`config.mk`:
```
export PLATFORM = sky130hd
export DESIGN_NAME = exp1_op_issuer
export DESIGN_NICKNAME = d
export VERILOG_FILES = /design/src/rtl/exp1_op_issuer.sv
export SDC_FILE = /design/constraint.sdc
export NUM_CORES = 1
export LEC_CHECK = 0
export CORE_MARGIN = 3
export CORE_UTILIZATION = 45
export DETAILED_ROUTE_END_ITERATION = 10
export PLACE_DENSITY = 0.87
export SLEW_MARGIN = 20
export SYNTH_ARGS = -nofsm -noshare
export SYNTH_HDL_FRONTEND = slang
export SYNTH_SLANG_ARGS = --single-unit
export TNS_END_PERCENT = 10
```
`constraint.sdc`:
```
create_clock -name clk -period 2.1 [get_ports clk]
set_input_delay 0.21 -clock clk [delete_from_list [all_inputs] [get_ports clk]]
set_output_delay 0.21 -clock clk [all_outputs]
set_load 0.005 [all_outputs]
```
`src/rtl/exp1_op_issuer.sv`:
```
// Issues one exp1 operation per host command (start + A, then B), waits for done, returns the result.
// Optional WAIT_DONE timeout abort is built when EXP1_ISSUER_TIMEOUT_EN is defined.
module exp1_op_issuer #(
  parameter int WIDTH          = 16,
  parameter int TIMEOUT_CYCLES = 64
) (
  input  logic             clk,
  input  logic             rst,
  input  logic             cmd_valid,
  output logic             cmd_ready,
  input  logic [1:0]       cmd_op,
  input  logic [WIDTH-1:0] cmd_a,
  input  logic [WIDTH-1:0] cmd_b,
  output logic             start,
  output logic [WIDTH-1:0] d_in,
  output logic [1:0]       op_code,
  input  logic             done,
  input  logic [WIDTH-1:0] res_in,
  output logic             rsp_valid,
  input  logic             rsp_ready,
  output logic [WIDTH-1:0] rsp_data,
  output logic [1:0]       rsp_op,
  output logic             rsp_err,
  output logic             busy
);

  typedef enum logic [2:0] {IDLE, SEND_A, SEND_B, WAIT_DONE, RESP} state_t;

  state_t           state, state_nxt;
  logic [WIDTH-1:0] b_reg;
  logic             take_done, take_timeout;
  logic             cnt_hit;

`ifdef EXP1_ISSUER_TIMEOUT_EN
  localparam int CNT_W = $clog2(TIMEOUT_CYCLES + 1);
  logic [CNT_W-1:0] wait_cnt;

  // wait_cnt holds the number of WAIT_DONE cycles already completed
  assign cnt_hit = (wait_cnt == CNT_W'(TIMEOUT_CYCLES - 1));

  always_ff @(posedge clk) begin
    if (rst)
      wait_cnt <= '0;
    else if (state == SEND_B)
      wait_cnt <= '0;
    else if (state == WAIT_DONE)
      wait_cnt <= wait_cnt + CNT_W'(1);
  end

  always_ff @(posedge clk) begin
    if (rst)
      rsp_err <= 1'b0;
    else if (take_done)
      rsp_err <= 1'b0;
    else if (take_timeout)
      rsp_err <= 1'b1;
  end
`else
  assign cnt_hit = 1'b0;
  assign rsp_err = 1'b0;
`endif

  always_comb begin
    state_nxt    = state;
    take_done    = 1'b0;
    take_timeout = 1'b0;
    case (state)
      IDLE:      if (cmd_valid) state_nxt = SEND_A;
      SEND_A:    state_nxt = SEND_B;
      SEND_B:    state_nxt = WAIT_DONE;
      WAIT_DONE: begin
        // done is only honoured here, so a level left over from the last op is ignored
        if (done) begin
          take_done = 1'b1;
          state_nxt = RESP;
        end else if (cnt_hit) begin
          take_timeout = 1'b1;
          state_nxt    = RESP;
        end
      end
      RESP:      if (rsp_ready) state_nxt = IDLE;
      default:   state_nxt = IDLE;
    endcase
  end

  always_ff @(posedge clk) begin
    if (rst) begin
      state     <= IDLE;
      start     <= 1'b0;
      d_in      <= '0;
      op_code   <= '0;
      b_reg     <= '0;
      cmd_ready <= 1'b1;
      busy      <= 1'b0;
      rsp_valid <= 1'b0;
      rsp_data  <= '0;
      rsp_op    <= '0;
    end else begin
      state     <= state_nxt;
      start     <= (state_nxt == SEND_A);
      cmd_ready <= (state_nxt == IDLE);
      busy      <= (state_nxt != IDLE);
      rsp_valid <= (state_nxt == RESP);
      if (state == IDLE && cmd_valid) begin
        d_in    <= cmd_a;
        op_code <= cmd_op;
        b_reg   <= cmd_b;
      end
      if (state == SEND_A)
        d_in <= b_reg;
      if (take_done) begin
        rsp_data <= res_in;
        rsp_op   <= op_code;
      end else if (take_timeout) begin
        rsp_data <= '0;
        rsp_op   <= op_code;
      end
    end
  end

endmodule

```
==> out/qor.txt <==
Status: finished clean
Remaining DRCs: 0
Pwr dens: 856 nW/µm²
RSZ-0062 raised after global routing: no
Setup violators final: 0
Die area: 5870 µm²
Final Max Tran Viols: 0
Final #Nets: 404
Setup TNS: 0 ps
Period minus WS final: 1720 ps
Io pins: 96
Slowest CP cell: dfxtp_1
Initial antenna violation count: 0
Relative slew slack: 55.2%
Hold depth: 2
Global-route wire length before repair: 9.96 mm
Crit-path max cell delay: 590 ps
Hold Path Origin: rst
Synth Area in Simple Gates: 17.5%
Layout area overhead: 51.2%
Overall global routing resource usage: 21.3%
MaxCap Viol Count: 0
Antenna cell count: 0
Antenna Nets Post-Route: 0
Worst hold path class: in -> reg
Startpoint types: flop
Avg Vias per Cell: 5.12
Grt total ovfl: 0
Synth Register Bits: 59
Post-synthesis xor/xnor area fraction: 0%
First drt pass iteration count: 4
WL/cell: 14.4 µm
Critical Path Fanout Max: 16
Worst path arrival time: 1960 ps
Worst Tran Pin Value: 671 ps
Worst EP required: 2330 ps
Cell leakage power: 1.23 nW
Largest net degree at the start of global routing: 35
Ys Warns: 0
Layout cells sized above 1: 7.34%
CTS tree: built
Port Buffers: 94
Crit path depth: 3
Post-CTS Hold Buffers: 0
Distinct cell type count after synthesis: 26
Sequential fraction of the synthesis area: 52.6%
Vias in the first global route: 2179
Met2 usage: 34.2%
Routability cong.: 0.819
Synth Area in Compound Gates: 20.6%
Setup Crit Path Kind: reg -> reg
Num rows: 25
Initial Util: 46.9%
Die H: 76.6 µm
Mux contribution to synthesized area: 0%
DR vias: 2155
Mapped Area: 2240 µm²
Root Buffer: clkbuf_8
Num CTS Buffers: 9
DRT iter0 DRCs: 157
Cells along the critical path: nand2b_1 > o22ai_1 > a221oi_1
Core box area: 4790 µm²
Post-Synth Adder-Cell Area: 0%
Fmax: 580 MHz
Most used routing layer: met2
Worst setup startpoint: state[0]
CTS resizes: 0
Cell count of the worst reg-to-reg path: 3
Setup bufs post-CTS: 0
CTS sink count: 59
Final Skew: 4.60 ps
Reg clk slew, reported paths: 70 ps
Worst IR Drop VDD: 0.489 mV
Clk_lat worst skew: 340 ps
FF-to-FF Start: state[0]
Syn avg cell area: 8.60 µm²
CP delay by family, top: flip-flops
H-tree levels: 3
CP Capture Type: flop
Largest family of logic cells by synthesized area: compound AO/OA/AOI/OAI gates
Synthesized Nets: 316
Cells after Synth: 261
Wirelength, routed: 6.08 mm
Global Route met1 Usage: 23.8%
Pwr Total: 2.90 mW
Fin crit share: 82.1%
Post-DP HPWL: 4.10 mm
Clk buf depth: 2
Final hold violation count: 0
Crit path buf inv count: 0
Met3 Use GR: 9.69%
Width of the die: 76.6 µm
## metrics by stage
step	std cells	instance area [µm²]	setup WS (ps)	utilization, %	hold WS (ps)
floorplan	261	2240	702	-	282
global placement	405	3160	396	66.1	441
detailed placement	405	3160	346	66.1	450
CTS	421	3390	406	70.9	300
global route	421	3390	261	70.9	323
finish	421	3390	376	70.9	315
## logic make-up (layout without fill, tap and decap cells)
logic type / after synthesis / in the layout
simple gates: 88 / 88
flops: 59 / 59
other cells: 1 / 1
buf+inv: 40 / 133
compound gates: 73 / 73
## Yosys cell counts, drive strengths merged
master,number,area share (%)
o21ai,1,0.39
a2bb2oi,1,0.39
or4b,2,1.1
buf,15,4.9
or2,1,0.28
a21oi,38,8.6
dfxtp,59,53
nand4b,1,0.39
clkbuf,7,1.2
nand2b,1,0.28
conb,1,0.17
o22ai,16,4.5
and4b,1,0.45
inv,18,3.0
a221oi,16,6.2
nor4b,1,1.1
nor2,7,1.5
a311o,1,0.45
nand2,72,12
nor3,2,0.45
## worst reg2reg max path, cell delays in order, from the launching register on
cell and delay, ps:
dfxtp_1 590, nand2b_1 560, o22ai_1 170, a221oi_1 310
## cell usage in the layout, fill, tap and decap left out
cell	count
and4b_1	1
a21oi_1	37
or4b_1	1
conb_1	1
or2_1	1
nand4b_1	1
nand2_1	72
bufinv_16	2
buf_2	1
clkbuf_1	1
o22ai_1	16
nor3_1	2
nor2_1	6
o21ai_2	1
clkinvlp_4	1
a221oi_1	16
or4b_4	1
a2bb2oi_1	1
clkinv_2	1
clkdlybuf4s50_1	93
a311o_1	1
clkbuf_8	11
buf_4	5
dfxtp_1	59
nor2_4	1
inv_1	18
nor4b_4	1
nand2b_1	1
a21oi_2	1
## routing by layer
layer  routed length, µm  share of wire, %  vias up
li1                    -                 -     1059
met4                  87               1.4        0
met1                2440                40      992
met5                   0                 0        -
met3                 675                11       10
met2                2880                47       94
## report_power, final
| part | switching (mW) | internal [mW] | total (mW) |
|---|---|---|---|
| registers | 0.0551 | 1.20 | 1.26 |
| logic | 0.200 | 0.271 | 0.471 |
| clock network | 0.443 | 0.731 | 1.17 |
## layout make-up
type / count / area, µm²
clock buffer: 12 / 155
clock inverter: 4 / 72.6
fill: 369 / 1390
inverter: 18 / 67.6
multi-input combinational: 162 / 858
sequential: 59 / 1180
tap: 67 / 83.8
timing repair buffer: 99 / 973
## path summary, 6_finish.rpt
| check | to | slack, ps |
|---|---|---|
| worst min register to register | rsp_data[12] | 450 |
| worst max register to register | d_in[7] | 380 |
| worst min-delay path | rsp_op[1] | 320 |
| worst max-delay path | d_in[7] | 380 |
No activity file was read; power rests on OpenSTA's default activity.
